## src/rtl/ps2_rx_pkg.sv

```systemverilog
// Shared types and constants for the PS/2 keyboard receive front end.
// The optional parity check is selected with PS2_RX_PARITY_CHECK_EN.
package ps2_rx_pkg;

  typedef enum logic [1:0] {
    StIdle,
    StData,
    StParity,
    StStop
  } ps2_state_e;

  localparam logic [7:0]  PS2_BREAK_CODE = 8'hF0;
  localparam logic [7:0]  PS2_EXT_CODE   = 8'hE0;
  localparam int unsigned PS2_DATA_BITS  = 8;

  // Odd parity: data bits plus parity bit must hold an odd number of ones.
  function automatic logic ps2_parity_ok(input logic [7:0] data, input logic par);
    return ^{data, par};
  endfunction

endpackage

```

## src/rtl/ps2_line_filter.sv

```systemverilog
// Two-flop synchroniser, consecutive-sample glitch filter and falling-edge strobe
// for an asynchronous open-collector PS/2 line (idle level 1).
module ps2_line_filter #(
  parameter int unsigned FILTER_LEN = 8
) (
  input  logic clk,
  input  logic rst,
  input  logic line_i,
  output logic fall_o
);

  localparam int unsigned CntW = $clog2(FILTER_LEN + 1);

  logic            meta_q, sync_q;
  logic            filt_q, filt_d;
  logic [CntW-1:0] cnt_q, cnt_d;
  logic            fall_q, fall_d;

  // The filtered level flips on the FILTER_LEN-th consecutive differing sample.
  always_comb begin
    filt_d = filt_q;
    cnt_d  = cnt_q;
    fall_d = 1'b0;
    if (sync_q == filt_q) begin
      cnt_d = '0;
    end else if (cnt_q == CntW'(FILTER_LEN - 1)) begin
      filt_d = sync_q;
      cnt_d  = '0;
      fall_d = filt_q;
    end else begin
      cnt_d = cnt_q + CntW'(1);
    end
  end

  always_ff @(posedge clk) begin
    if (rst) begin
      meta_q <= 1'b1;
      sync_q <= 1'b1;
      filt_q <= 1'b1;
      cnt_q  <= '0;
      fall_q <= 1'b0;
    end else begin
      meta_q <= line_i;
      sync_q <= meta_q;
      filt_q <= filt_d;
      cnt_q  <= cnt_d;
      fall_q <= fall_d;
    end
  end

  assign fall_o = fall_q;

endmodule

```

## src/rtl/ps2_kbd_rx.sv

```systemverilog
// PS/2 keyboard receiver: deserialises device frames, folds 0xE0/0xF0 prefixes into
// flags and hands one scan code per key event downstream. Macro: PS2_RX_PARITY_CHECK_EN.
module ps2_kbd_rx
  import ps2_rx_pkg::*;
#(
  parameter int unsigned FILTER_LEN     = 8,
  parameter int unsigned TIMEOUT_CYCLES = 50000
) (
  input  logic       clk,
  input  logic       rst,
  input  logic       ps2_clk_i,
  input  logic       ps2_data_i,
  input  logic       scan_read,
  output logic       scan_ready,
  output logic [7:0] scan_code,
  output logic       scan_released,
  output logic       scan_extended,
  output logic       frame_err,
  output logic       parity_err,
  output logic       overrun
);

  localparam int unsigned TmoBits = $clog2(TIMEOUT_CYCLES + 1);
  localparam int unsigned TmoW    = (TmoBits > 16) ? TmoBits : 16;

  logic fall_stb;
  logic data_meta_q, data_sync_q;

  ps2_state_e      state_q, state_d;
  logic [2:0]      bit_cnt_q, bit_cnt_d;
  logic [7:0]      shift_q, shift_d;
  logic [TmoW-1:0] tmo_cnt_q, tmo_cnt_d;
  logic            rel_pend_q, rel_pend_d;
  logic            ext_pend_q, ext_pend_d;

  logic            scan_ready_q, scan_ready_d;
  logic [7:0]      scan_code_q, scan_code_d;
  logic            scan_released_q, scan_released_d;
  logic            scan_extended_q, scan_extended_d;
  logic            frame_err_q, frame_err_d;
  logic            overrun_q, overrun_d;
  logic            deliver;
`ifdef PS2_RX_PARITY_CHECK_EN
  logic            par_q, par_d;
  logic            parity_err_q, parity_err_d;
`endif

  ps2_line_filter #(
    .FILTER_LEN(FILTER_LEN)
  ) u_clk_filter (
    .clk   (clk),
    .rst   (rst),
    .line_i(ps2_clk_i),
    .fall_o(fall_stb)
  );

  always_comb begin
    state_d         = state_q;
    bit_cnt_d       = bit_cnt_q;
    shift_d         = shift_q;
    tmo_cnt_d       = tmo_cnt_q;
    rel_pend_d      = rel_pend_q;
    ext_pend_d      = ext_pend_q;
    scan_ready_d    = scan_ready_q & ~scan_read;
    scan_code_d     = scan_code_q;
    scan_released_d = scan_released_q;
    scan_extended_d = scan_extended_q;
    frame_err_d     = 1'b0;
    overrun_d       = 1'b0;
    deliver         = 1'b0;
`ifdef PS2_RX_PARITY_CHECK_EN
    par_d           = par_q;
    parity_err_d    = 1'b0;
`endif

    case (state_q)
      StIdle: begin
        tmo_cnt_d = '0;
        bit_cnt_d = '0;
        if (fall_stb) begin
          if (!data_sync_q) begin
            state_d = StData;
          end else begin
            frame_err_d = 1'b1;
          end
        end
      end
      StData: begin
        if (fall_stb) begin
          shift_d   = {data_sync_q, shift_q[7:1]};
          bit_cnt_d = bit_cnt_q + 3'd1;
          if (bit_cnt_q == 3'(PS2_DATA_BITS - 1)) begin
            state_d = StParity;
          end
        end
      end
      StParity: begin
        if (fall_stb) begin
`ifdef PS2_RX_PARITY_CHECK_EN
          par_d = data_sync_q;
`endif
          state_d = StStop;
        end
      end
      StStop: begin
        if (fall_stb) begin
          state_d = StIdle;
          if (!data_sync_q) begin
            // Bad stop bit: drop the byte but keep any prefix already seen.
            frame_err_d = 1'b1;
`ifdef PS2_RX_PARITY_CHECK_EN
          end else if (!ps2_parity_ok(shift_q, par_q)) begin
            parity_err_d = 1'b1;
            rel_pend_d   = 1'b0;
            ext_pend_d   = 1'b0;
`endif
          end else if (shift_q == PS2_BREAK_CODE) begin
            rel_pend_d = 1'b1;
          end else if (shift_q == PS2_EXT_CODE) begin
            ext_pend_d = 1'b1;
          end else begin
            deliver = 1'b1;
          end
        end
      end
      default: state_d = StIdle;
    endcase

    // Mid-frame watchdog; it only fires in cycles without a strobe.
    if (state_q != StIdle) begin
      if (fall_stb) begin
        tmo_cnt_d = '0;
      end else if (tmo_cnt_q == TmoW'(TIMEOUT_CYCLES - 1)) begin
        state_d     = StIdle;
        tmo_cnt_d   = '0;
        shift_d     = '0;
        rel_pend_d  = 1'b0;
        ext_pend_d  = 1'b0;
        frame_err_d = 1'b1;
      end else begin
        tmo_cnt_d = tmo_cnt_q + TmoW'(1);
      end
    end

    if (deliver) begin
      if (scan_ready_q && !scan_read) begin
        overrun_d = 1'b1;
      end else begin
        scan_ready_d    = 1'b1;
        scan_code_d     = shift_q;
        scan_released_d = rel_pend_q;
        scan_extended_d = ext_pend_q;
      end
      rel_pend_d = 1'b0;
      ext_pend_d = 1'b0;
    end
  end

  always_ff @(posedge clk) begin
    if (rst) begin
      data_meta_q     <= 1'b1;
      data_sync_q     <= 1'b1;
      state_q         <= StIdle;
      bit_cnt_q       <= '0;
      shift_q         <= '0;
      tmo_cnt_q       <= '0;
      rel_pend_q      <= 1'b0;
      ext_pend_q      <= 1'b0;
      scan_ready_q    <= 1'b0;
      scan_code_q     <= '0;
      scan_released_q <= 1'b0;
      scan_extended_q <= 1'b0;
      frame_err_q     <= 1'b0;
      overrun_q       <= 1'b0;
`ifdef PS2_RX_PARITY_CHECK_EN
      par_q           <= 1'b0;
      parity_err_q    <= 1'b0;
`endif
    end else begin
      data_meta_q     <= ps2_data_i;
      data_sync_q     <= data_meta_q;
      state_q         <= state_d;
      bit_cnt_q       <= bit_cnt_d;
      shift_q         <= shift_d;
      tmo_cnt_q       <= tmo_cnt_d;
      rel_pend_q      <= rel_pend_d;
      ext_pend_q      <= ext_pend_d;
      scan_ready_q    <= scan_ready_d;
      scan_code_q     <= scan_code_d;
      scan_released_q <= scan_released_d;
      scan_extended_q <= scan_extended_d;
      frame_err_q     <= frame_err_d;
      overrun_q       <= overrun_d;
`ifdef PS2_RX_PARITY_CHECK_EN
      par_q           <= par_d;
      parity_err_q    <= parity_err_d;
`endif
    end
  end

  assign scan_ready    = scan_ready_q;
  assign scan_code     = scan_code_q;
  assign scan_released = scan_released_q;
  assign scan_extended = scan_extended_q;
  assign frame_err     = frame_err_q;
  assign overrun       = overrun_q;
`ifdef PS2_RX_PARITY_CHECK_EN
  assign parity_err    = parity_err_q;
`else
  assign parity_err    = 1'b0;
`endif

endmodule

```

## config.mk

```make
export PLATFORM = sky130hd
export DESIGN_NAME = ps2_kbd_rx
export DESIGN_NICKNAME = d
export VERILOG_FILES = /design/src/rtl/ps2_rx_pkg.sv /design/src/rtl/ps2_line_filter.sv /design/src/rtl/ps2_kbd_rx.sv
export SDC_FILE = /design/constraint.sdc
export NUM_CORES = 1
export LEC_CHECK = 0
export BUFFER_PORTS_ARGS = -buffer_cell sky130_fd_sc_hd__buf_2
export CORE_MARGIN = 4
export CORE_UTILIZATION = 55
export DETAILED_ROUTE_END_ITERATION = 7
export GPL_TIMING_DRIVEN = 0
export PLACE_DENSITY = 0.75
export REMOVE_ABC_BUFFERS = 1
export SYNTH_ARGS = -nofsm -noshare
export SYNTH_HDL_FRONTEND = slang
export SYNTH_HIERARCHICAL = 1
export SYNTH_SLANG_ARGS = --single-unit
```

## constraint.sdc

```tcl
create_clock -name clk -period 4.8 [get_ports clk]
set_input_delay 0.96 -clock clk [delete_from_list [all_inputs] [get_ports clk]]
set_output_delay 0.96 -clock clk [all_outputs]
set_load 0.005 [all_outputs]
```

* Word-level counts from Yosys, hierarchy flattened
Index checks and enable logic that the tools add are counted.
** Operators by class
- Bitwise operators :: 6
- Add/subtract/negate cells :: 3
- Muxes and demuxes :: 52
- Reductions and logical operators :: 13
- Equality and inequality tests :: 10
** Operator list (number)
- 16-bit 2-to-1 mux :: 4
- 8-bit 2-to-1 mux :: 5
- 1-bit 2-to-1 mux :: 30
- 2-bit 2-to-1 mux :: 9
- 16-bit by 1-bit adder with 16-bit output, second input constant :: 1
- 16-bit equality test, second input constant :: 1
- 8-bit equality test, second input constant :: 2
- 2-bit one-hot mux with 4 select lines :: 1
- 3-bit one-hot mux with 2 select lines :: 1
- 2-bit AND reduction :: 3
- 2-bit nonzero test :: 3
- 3-bit OR reduction :: 2
- 1-bit NOT :: 5
- 4-bit by 1-bit adder with 4-bit output, second input constant :: 1
- 2-bit equality test, second input constant :: 2
- 4-bit by 3-bit equality test with 1-bit output, second input constant :: 1
- 2-bit OR reduction :: 2
- 3-bit by 1-bit adder with 3-bit output, second input constant :: 1
- 3-bit equality test, second input constant :: 1
- 3-bit 2-to-1 mux :: 1
- 2-bit by 1-bit equality test with 1-bit output, second input constant :: 1
- 2-bit logical NOT :: 1
- 2-bit by 1-bit != test with 1-bit output, second input constant :: 1
- 1-bit one-hot mux with 2 select lines :: 1
- 4 further kinds :: 4
** Storage, ports and cells
- Word-level logic and storage cells :: 103
- Flip-flop bits (word level) :: 54

* Depth between registers and ports, before layout
Gate-level depths: netlist (run 1).
- Depth after elaboration :: 9
- Gate-level depth with buffers :: 7

* Hierarchy
The synthesis (run 1) kept the hierarchy.
** By module, submodules not included
- ps2_kbd_rx :: area each 1979.4 sq um, times used 1, cells an instance 220
- ps2_line_filter :: area each 300.3 sq um, times used 1, cells an instance 26

* Worst setup path after synthesis (run 1)
OpenSTA, ideal clock, no wires.
- Path type :: register to register
- Start :: register tmo_cnt_q[0]
- End :: register ext_pend_q
- Data required time :: 4.660 ns
- Data arrival time :: 1.812 ns
- Path slack :: 2.848 ns
- Setup time :: 0.140 ns
- Buffers on the path :: 0
- Stages on the path, launching flop included :: 6
- Cell sequence :: dfxtp_1 ha_1 nand3_1 or4_4 o41ai_4 nor3b_1
** On the way
- Word-level cells in the longest chain between the ends :: 4
** Ends and longest elaborated chain
- start, declared :: line ps2_kbd_rx.sv:32 : logic [TmoW-1:0] tmo_cnt_q, tmo_cnt_d;
- start signal, assigned :: line ps2_kbd_rx.sv:185 : tmo_cnt_q <= tmo_cnt_d;
- 16-bit equality test :: line ps2_kbd_rx.sv:133 : end else if (tmo_cnt_q == TmoW'(TIMEOUT_CYCLES - 1)) begin
- 1-bit 2-to-1 mux :: line ps2_kbd_rx.sv:133
- 1-bit 2-to-1 mux :: line ps2_kbd_rx.sv:131 : if (fall_stb) begin
- 1-bit 2-to-1 mux :: line ps2_kbd_rx.sv:130 : if (state_q != StIdle) begin
- end signal, assigned :: line ps2_kbd_rx.sv:187 : ext_pend_q <= ext_pend_d;
- end, declared :: line ps2_kbd_rx.sv:34 : logic ext_pend_q, ext_pend_d;
Every way passes these cells.
A chain may end at the register's enable or synchronous reset.

* Worst setup path after layout (run 1)
- Start :: register tmo_cnt_q[0]
- End :: register rel_pend_q
** On the way
- Word-level cells in the longest chain between the ends :: 4
** Ends and longest elaborated chain
- 16-bit equality test :: line ps2_kbd_rx.sv:133
- 1-bit 2-to-1 mux :: line ps2_kbd_rx.sv:133
- 1-bit 2-to-1 mux :: line ps2_kbd_rx.sv:131
- 1-bit 2-to-1 mux :: line ps2_kbd_rx.sv:130
- end signal, assigned :: line ps2_kbd_rx.sv:186 : rel_pend_q <= rel_pend_d;
- end, declared :: line ps2_kbd_rx.sv:33 : logic rel_pend_q, rel_pend_d;
Every way passes these cells.

==> run metrics, run 1 <==
Tcrit/Tclk final=around 48%; starting DRC count in detailed routing=82; Num CTS Buffers=5; register area share after synthesis=between 40% and 50%; Rows=23; CTS sink cnt=54; global-route wire length before repair=6960 microns; Max IR drop VDD=0.000201 V; Pleak=approximately 0.95 nW; Critical path origin=tmo_cnt_q[0]; worst-path maximum fanout=10; Post-DP Area=2380 sq um; number of global-route vias before repair=between 1500 and 2000; worst path required time=about 5000 ps; crit path to=rel_pend_q; R2R Path End=rel_pend_q; DRC Markers=0; Hold Crit Class=reg -> reg; CTS root buf=clkbuf_8; outcome=completed; CTS tree=built; count of max-cap constraint violations=0; synth top area cells=dfxtp_1 47%, nor2_1 6.1%, mux2i_1 4.8%; Fin Setup TNS=0 ps; cts repair resizes=0; Sw Pwr=0.156 mW; flop-to-flop setup slack=2480 ps; DR WL/cell=12.7 microns; Total Wirelength=3950 microns; Critical Path AT=approximately 2500 ps; WP buf/inv=0; Clk pin slew, worst setup/hold paths=100 ps; pin count of the biggest net entering global routing=30; crit path launch type=flop; length in cells of the worst reg-to-reg path=5; CP Capture Type=flop; gpl congestion=0.810; CTS Hold Bufs=0; Starting Density=around 57%; asr flop ratio synth=0%; Fin. Hold Viols=0; Synth top area share=47.4%; Crit path depth=5; CP max stage delay=around 660 ps; largest area contributor in the netlist=dfxtp_1; Clock H-tree levels=2; Layout fillers=356; Crit-path slowest cell=or4_4; Unique masters post-synth=42; number of synthesized register bits=54; DP HPWL=around 2700 microns; vias per inst=5.43; Clk pwr share=35.2%; # diodes=0; Total Routing Usage GR=16.9%; die span in y=between 70 and 80 microns; Ys Warns=6; port bufs=17; full die area=roughly 5200 sq um; CTS max path bufs=2; Vias=between 1500 and 2000; Final Critical Period=between 2000 and 2500 ps; Slew @ Worst Pin=753 ps; core area=about 4000 sq um; internal power=0.556 mW; Syn Std Cell Area=2280 sq um; drt pass-1 iters=4; cell area power density=between 200 and 300 nW/um^2; Sequential Power Share=a little over three fifths; RSZ-0062 raised after global routing=false; Setup Buffers After CTS=0; IO Count=19; Slew Limit Headroom=49.7%; Post-Syn Area per Cell=around 9 sq um; DRT antenna net count=0; total grt overflow=0; final slew viol count=0; Post-synth EDFFs=0; Comb power frac=1.5%; Finished Cell Area=2470 sq um; switching share of power=between 20% and 30%; clk_skew=roughly 10 ps; die width=approximately 72 microns; Most used DFF post-synth=dfxtp_1; largest delay contributor family on the critical path=simple AND/OR/NAND/NOR gates; Max Freq=between 400 and 500 MHz; net count reported at finish=approximately 270; final setup vio count=0; area grow syn2layout=8.51%; critical path type=reg -> reg; layout cells sized above 1=13.8%; worst r2r src=tmo_cnt_q[0]; Clock Latency Late Sink=~310 ps; Syn Inst Count=246; initial antenna violation count=0; cell chain of the critical path=ha_1 > nand3_1 > or4_4 > o41ai_4 > nor3b_1
==> cells in the mapped netlist, types with 2 or more instances <==
| cell type | count |
|---|---|
| dfxtp_1 | 54 |
| nor2_1 | 37 |
| nand3_1 | 16 |
| nand2_1 | 15 |
| a21oi_1 | 14 |
| mux2i_1 | 11 |
| inv_1 | 10 |
| xnor2_1 | 9 |
| xor2_1 | 9 |
| ha_1 | 8 |
| clkbuf_1 | 5 |
| nor4_1 | 5 |
| or2_2 | 5 |
| nor3_1 | 4 |
| or4_1 | 4 |
| nand2b_1 | 3 |
| nand4_1 | 3 |
| o21ai_0 | 3 |
| or3_1 | 3 |
| a211o_1 | 2 |
| a32oi_1 | 2 |
| buf_1 | 2 |
| buf_2 | 2 |
| nor3b_1 | 2 |
==> metal layers <==
metal	track usage (%)	part of all wire, %	wire, microns	vias up
li1	-	-	-	871
met1	22.4	48	1910	779
met2	25.6	46	1810	31
met3	5.12	4.0	157	8
met4	7.17	2.0	78	0
met5	0	0	0	-
==> cells by family after synthesis <==
logic type      share of synthesized area, %
other cells                            0.164
simple gates                            24.1
flops                                   47.4
mux                                     4.83
compound gates                          8.56
fa+ha+maj                               4.39
xor+xnor                                6.92
buf+inv                                 3.57
==> worst min-delay path by stage <==
stage | cells after the start | to | from
finish | 1 | data_sync_q | data_meta_q
global placement | 1 | data_sync_q | data_meta_q
floorplan | 1 | data_sync_q | data_meta_q
CTS | 1 | data_sync_q | data_meta_q
global route | 1 | data_sync_q | data_meta_q
detailed placement | 1 | data_sync_q | data_meta_q
==> through the flow <==
stage	hold slack [ps]	power, mW	utilization [%]	std cells	setup slack (ps)
after floorplan	389	0.466	-	236	2850
after global placement	392	0.472	59.6	303	2550
after detailed placement	400	0.472	59.6	303	2520
after CTS	409	0.721	61.8	311	2480
after global routing	425	0.740	61.8	311	2340
final	409	0.712	61.8	311	2480
==> layout by cell type (no fill, tap or decap), types with 8 or more instances in the layout <==
cell | Yosys | routed
xor2_1 | 9 | 9
dfxtp_1 | 54 | 54
xnor2_1 | 9 | 9
inv_1 | 10 | 10
mux2i_1 | 11 | 11
nand3_1 | 16 | 16
a21oi_1 | 14 | 14
nand2_1 | 15 | 15
ha_1 | 8 | 8
buf_2 | 2 | 17
nor2_1 | 37 | 37
==> sequential cells by signal (all words and copies together), names as in the netlist, 2 cells and up <==
signal and flops:
shift_q 8, bit_cnt_q 3, state_q 2, u_clk_filter/cnt_q 4, scan_code 8, tmo_cnt_q 16
==> layout make-up <==
class	count	area (sq um)	area share [%]
Multi-Input combinational cell	172	1120	45.2
Clock buffer	5	68.8	2.78
Inverter	10	37.5	1.52
Sequential cell	54	1080	43.7
Timing Repair Buffer	17	85.1	3.44
Tap cell	50	62.6	2.53
Clock inverter	3	21.3	0.860
==> power groups by stage <==
| stage | logic (mW) | registers, mW | clock network, mW |
|---|---|---|---|
| after detailed placement | 0.0107 | 0.461 | 0 |
| final | 0.0108 | 0.451 | 0.251 |
| after global placement | 0.0106 | 0.461 | 0 |
| after floorplan | 0.00513 | 0.461 | 0 |
| after CTS | 0.0108 | 0.451 | 0.259 |
| after global routing | 0.0125 | 0.451 | 0.276 |
(Power assumes the default switching activity.)
==> run 2, diff against run 1 <==
--- a/config.mk
+++ b/config.mk
@@ -7,7 +7,7 @@
 export LEC_CHECK = 0
 export BUFFER_PORTS_ARGS = -buffer_cell sky130_fd_sc_hd__buf_2
 export CORE_MARGIN = 4
-export CORE_UTILIZATION = 55
+export CORE_UTILIZATION = 52
 export DETAILED_ROUTE_END_ITERATION = 7
 export GPL_TIMING_DRIVEN = 0
 export PLACE_DENSITY = 0.75
==> constraint.sdc (replaced) <==
create_clock -name clk -period 1.95 [get_ports clk]
set_input_delay 0.39 -clock clk [delete_from_list [all_inputs] [get_ports clk]]
set_output_delay 0.39 -clock clk [all_outputs]
set_load 0.005 [all_outputs]
==> run 2 against run 1 <==
  * The run now ends with negative setup slack left
  * Non-clock buffer count is 3 higher
  * Sequential power is 150% higher
  * Register-to-register slack worse by 2500 ps
  * Clock skew is 1.5 ps higher
  * Sequential share of layout area is 1.0 points lower
  * Final cell count is 0.64% higher
  * Maximum frequency is 16% higher
  * Count of clock-buffer cells in the layout stayed put
  * Routed wire length is 1.1% lower
  * Hold slack worse by 150 ps
  * Clock power is 140% higher
  * Total power is 140% higher
  * Critical endpoint is now ext_pend_q
==> run metrics, run 2 (synthesis results as in run 1) <==
crit path launch type=flop; Critical Path AT=about 2200 ps; flop-to-flop setup slack=-40 ps; Tot Pwr=1.74 mW; Max IR drop VDD=0.000560 V; CTS tree=built; CTS sink cnt=54; Clock Latency Late Sink=310 ps; DRC Markers=0; port bufs=17; DRT antenna net count=0; Tcrit/Tclk final=102%; DR WL/cell=12.5 microns; largest delay contributor family on the critical path=simple AND/OR/NAND/NOR gates; final slew viol count=0; Critical path origin=tmo_cnt_q[5]; number of global-route vias before repair=1521; commonest non-fill, non-tap cells in the layout=50 x dfxtp_1, 37 x nor2_1, 17 x buf_2; setup ws final=-44.2 ps; worst-path maximum fanout=10; RSZ-0062 raised after global routing=true; Pleak=0.967 nW; critical path type=reg -> reg; Fin Setup TNS=-333 ps; pre-CTS setup slack=-333 ps; total grt overflow=0; cell chain of the critical path=or4_1 > or4_4 > o41ai_4 > buf_6 > nor3b_1; max FFs per register=16; # diodes=0; Vias=1681; DP HPWL=2570 microns; core area=4120 sq um; Slew Limit Headroom=slightly above 60%; Final Critical Period=1990 ps; Total Wirelength=3910 microns; outcome=finished, violations left; layout cells sized above 1=16.7%; WP buf/inv=1; clk_skew=11.4 ps; global-route wire length before repair=between 6000 and 7000 microns; crit path to=ext_pend_q; Max Freq=501 MHz; pin count of the biggest net entering global routing=30; Num CTS Buffers=5; Layout fillers=357; IO Count=19; R2R Path End=ext_pend_q; CP Capture Type=flop; Slew @ Worst Pin=565 ps; drt pass-1 iters=4; area grow syn2layout=11.6%; worst r2r src=tmo_cnt_q[5]; Total Routing Usage GR=15.8%; starting DRC count in detailed routing=58; Crit-path slowest cell=or4_1; CP max stage delay=510 ps; net count reported at finish=approximately 280; initial antenna violation count=0; Finished Cell Area=2540 sq um; count of max-cap constraint violations=0; die span in y=74.2 microns; vias per inst=5.37; Clk pin slew, worst setup/hold paths=100 ps; Rows=23; Crit path depth=5; Starting Density=between 50% and 60%; final setup vio count=10; full die area=5510 sq um; gpl congestion=around 0.8; die width=74.2 microns; CTS max path bufs=2; Post-DP Area=2380 sq um; cell area power density=a little under 700 nW/um^2; length in cells of the worst reg-to-reg path=5; Clock H-tree levels=2; failing checks=negative setup slack; Reg with most FFs=tmo_cnt_q; CTS root buf=clkbuf_8; Fin. Hold Viols=0; most common cell after layout, fill and taps aside=dfxtp_1; Hold Crit Class=in -> reg; worst path required time=2160 ps
==> run 2: worst min-delay path by stage <==
stage / depth (start not counted) / end / start / slack, ps
detailed placement: 1 / data_sync_q / data_meta_q / 400
floorplan: 1 / data_sync_q / data_meta_q / 390
CTS: 2 / u_clk_filter/meta_q / ps2_clk_i / 250
finish: 2 / u_clk_filter/meta_q / ps2_clk_i / 260
global placement: 1 / u_clk_filter/sync_q / u_clk_filter/meta_q / 390
global route: 2 / u_clk_filter/meta_q / ps2_clk_i / 240
==> run 2: area by class of cell <==
cell class,instances,area [sq um],share of cell area (%)
Inverter,10,37.5,1.48
Tap cell,50,62.6,2.46
Clock inverter,2,15.0,0.590
Clock buffer,5,68.8,2.71
Timing Repair Buffer,20,124,4.87
Sequential cell,54,1090,42.7
Multi-Input combinational cell,172,1150,45.2
==> run 2: per-stage QoR <==
step | cells | util, % | hold slack [ps]
after floorplan | 236 | - | 389
after global placement | 303 | 57.9 | 392
after detailed placement | 303 | 57.9 | 397
after CTS | 311 | 60.9 | 246
after global routing | 313 | 61.8 | 240
final | 313 | 61.8 | 259
==> run 2: where the power goes <==
part,total (mW),internal (mW),switching (mW)
clock network,0.597,0.246,0.352
registers,1.11,1.11,0.00266
logic,0.0288,0.0118,0.0170
==> run 2: repair_timing <==
| action | in CTS | in global routing |
|---|---|---|
| hold buffers | 0 | 0 |
| resized for setup | 9 | 1 |
| pin swaps | 1 | 0 |
| setup endpoints to repair | 36 | 36 |
| hold endpoints to repair | 0 | 0 |
| setup buffers | 1 | 2 |
==> run 2: per-layer routing <==
metal	GRT usage, %	part of all wire (%)	vias to the layer above
li1	-	-	872
met1	20.1	49	784
met3	5.81	3.9	6
met4	4.74	1.3	0
met2	25.4	46	19
met5	0	0	-
==> run 3, diff against run 2 <==
--- a/config.mk
+++ b/config.mk
@@ -5,9 +5,10 @@
 export SDC_FILE = /design/constraint.sdc
 export NUM_CORES = 1
 export LEC_CHECK = 0
+export ABC_AREA = 1
 export BUFFER_PORTS_ARGS = -buffer_cell sky130_fd_sc_hd__buf_2
 export CORE_MARGIN = 4
-export CORE_UTILIZATION = 52
+export CORE_UTILIZATION = 53
 export DETAILED_ROUTE_END_ITERATION = 7
 export GPL_TIMING_DRIVEN = 0
 export PLACE_DENSITY = 0.75
==> run 3 against run 2 <==
  * The flow now finishes without violations
  * Total power rose by 0.12%
  * Count of clock-buffer cells in the layout rose by 1
  * Highest routed layer unchanged
  * Combinational power fell by 8.0%
  * Non-clock buffer count fell by 3
  * Die area rose by 11%
  * Synthesized area rose by 14%
  * Critical path depth rose by 2
  * Largest cell class unchanged
  * Clock skew fell by 4.2 ps
  * Synthesized cell count rose by 47%
==> run metrics, run 3 <==
CTS sink cnt=54; Most used DFF post-synth=dfxtp_1; number of global-route vias before repair=around 2000; Syn Std Cell Area=about 2600 sq um; Starting Density=55.0%; die width=a little under 80 microns; full die area=6090 sq um; cell area power density=621 nW/um^2; gpl congestion=0.877; global-route wire length before repair=8000 microns; worst-path maximum fanout=11; RSZ-0062 raised after global routing=false; worst r2r src=state_q[0]; Util after Layout=59.3%; DRC Markers=0; layout cells sized above 1=13.5%; Pleak=1.25 nW; Total Wirelength=4300 microns; Hold Path Depth=2; Final Critical Period=1680 ps; CTS max path bufs=2; Hold Crit Class=in -> reg; max FFs per register=16; Slew Limit Headroom=64.3%; count of max-cap constraint violations=0; flop-to-flop setup slack=270 ps; final slew viol count=0; pin count of the biggest net entering global routing=21; register area share after synthesis=between 40% and 50%; commonest non-fill, non-tap cells in the layout=74 x nand2_1, 58 x inv_1, 54 x dfxtp_1; Syn Inst Count=between 300 and 400; length in cells of the worst reg-to-reg path=7; DRT antenna net count=0; drt pass-1 iters=4; Tcrit/Tclk final=86.1%; total grt overflow=0; CTS tree=built; Min Hold Slack=265 ps; most common cell after layout, fill and taps aside=nand2_1; final setup vio count=0; crit path launch type=flop; port bufs=17; initial antenna violation count=0; Fin. Hold Viols=0; top post-synthesis cells by count=74 x nand2_1, 58 x inv_1, 54 x dfxtp_1; R2R Path End=tmo_cnt_q[13]; Clock H-tree levels=2; synth top area cells=dfxtp_1 42%, nand2_1 11%, inv_1 8.4%; Max IR drop VDD=0.000488 V; Post-synth EDFFs=0; Total Routing Usage GR=15.9%; outcome=completed; Setup Buffers After CTS=0; number of synthesized register bits=54; asr flop ratio synth=0%; Clock Latency Late Sink=300 ps; vias per inst=4.70; critical path type=reg -> reg; Unique masters post-synth=34; clk_skew=7.24 ps; CTS root buf=clkbuf_8; Ys Warns=6; most common cell in the netlist=nand2_1; Slew @ Worst Pin=about 530 ps; largest area contributor in the netlist=dfxtp_1; DR WL/cell=around 9.7 microns; # diodes=0; net count reported at finish=390; Fin Setup TNS=0 ps; area grow syn2layout=7.70%; Critical Path AT=1920 ps; Num CTS Buffers=5; Reg with most FFs=tmo_cnt_q; worst path required time=about 2200 ps; CP Capture Type=flop; cts repair resizes=0; starting DRC count in detailed routing=83; Rows=25; Max Freq=596 MHz; Vias=2093; Clk pin slew, worst setup/hold paths=around 90 ps; Tot Pwr=1.74 mW; IO Count=19; DP HPWL=around 3200 microns; core area=4720 sq um; Min-Delay Startpoint=ps2_data_i; die span in y=78.0 microns; Post-Syn Area per Cell=7.18 sq um; CTS Hold Bufs=0; Synth top area share=41.6%; Hold EP=data_meta_q
-- run 3: cell types whose count changed in the layout (fill, tap and decap cells not counted), sizes merged, moves of 5 or more --
cell / delta
o21ai: +13
or4: -5
nor4: -5
nand4: +13
xnor2: -8
mux2i: -11
nor2: +24
nand3: +6
nand2: +61
inv: +52
xor2: -6
-- run 3: per-layer routing --
metal | GRT usage (%) | vias to the layer above | routed length (microns)
li1 | - | 1161 | -
met1 | 19.8 | 896 | 2160
met2 | 26.2 | 30 | 1930
met3 | 3.78 | 6 | 147
met4 | 6.99 | 0 | 70
met5 | 0 | - | 0
-- run 3: area by class of cell --
cell class	count	area, sq um
Clock buffer	6	72.6
Inverter	62	233
Clock inverter	2	13.8
Sequential cell	54	1080
Timing Repair Buffer	17	85.1
Fill cell	438	1920
Multi-Input combinational cell	237	1230
Tap cell	67	83.8
-- run 3: cells by family after synthesis --
group	count (synthesis)	synth area share, %
buf+inv	71	11.1
fa+ha+maj	8	3.85
xor+xnor	4	1.35
compound gates	33	6.93
simple gates	191	35.1
other cells	1	0.144
flops	54	41.6
-- run 3: worst max path at each step --
| stage | to | start | cells after the start |
|---|---|---|---|
| 3_3_place_gp | tmo_cnt_q[13] | tmo_cnt_q[0] | 8 |
| 3_5_place_dp | tmo_cnt_q[13] | tmo_cnt_q[0] | 8 |
| 2_1_floorplan | tmo_cnt_q[13] | tmo_cnt_q[0] | 8 |
| 6_report | tmo_cnt_q[13] | state_q[0] | 7 |
| 5_1_grt | bit_cnt_q[0] | state_q[1] | 6 |
| 4_1_cts | tmo_cnt_q[13] | tmo_cnt_q[0] | 8 |
-- run 3: critical path: stages (launching register included) --
cell and delay, ps:
dfxtp_1 420, inv_1 100, ha_1 240, nor3_1 150, nand2_1 300, inv_2 210, o21ai_0 100, nor2_1 100
-- run 3: metrics by stage --
stage,cells,instance area (sq um),setup WS (ps)
2_1_floorplan,353,2540,517
3_3_place_gp,437,2710,280
3_5_place_dp,437,2710,266
4_1_cts,445,2800,248
5_1_grt,445,2800,41.1
6_report,445,2800,272
-- run 3: power by group --
group	leakage [nW]	total, mW	switching [mW]	internal (mW)
clock network	0.0452	0.602	0.348	0.254
logic	0.773	0.0265	0.0167	0.00972
registers	0.436	1.11	0.00290	1.11
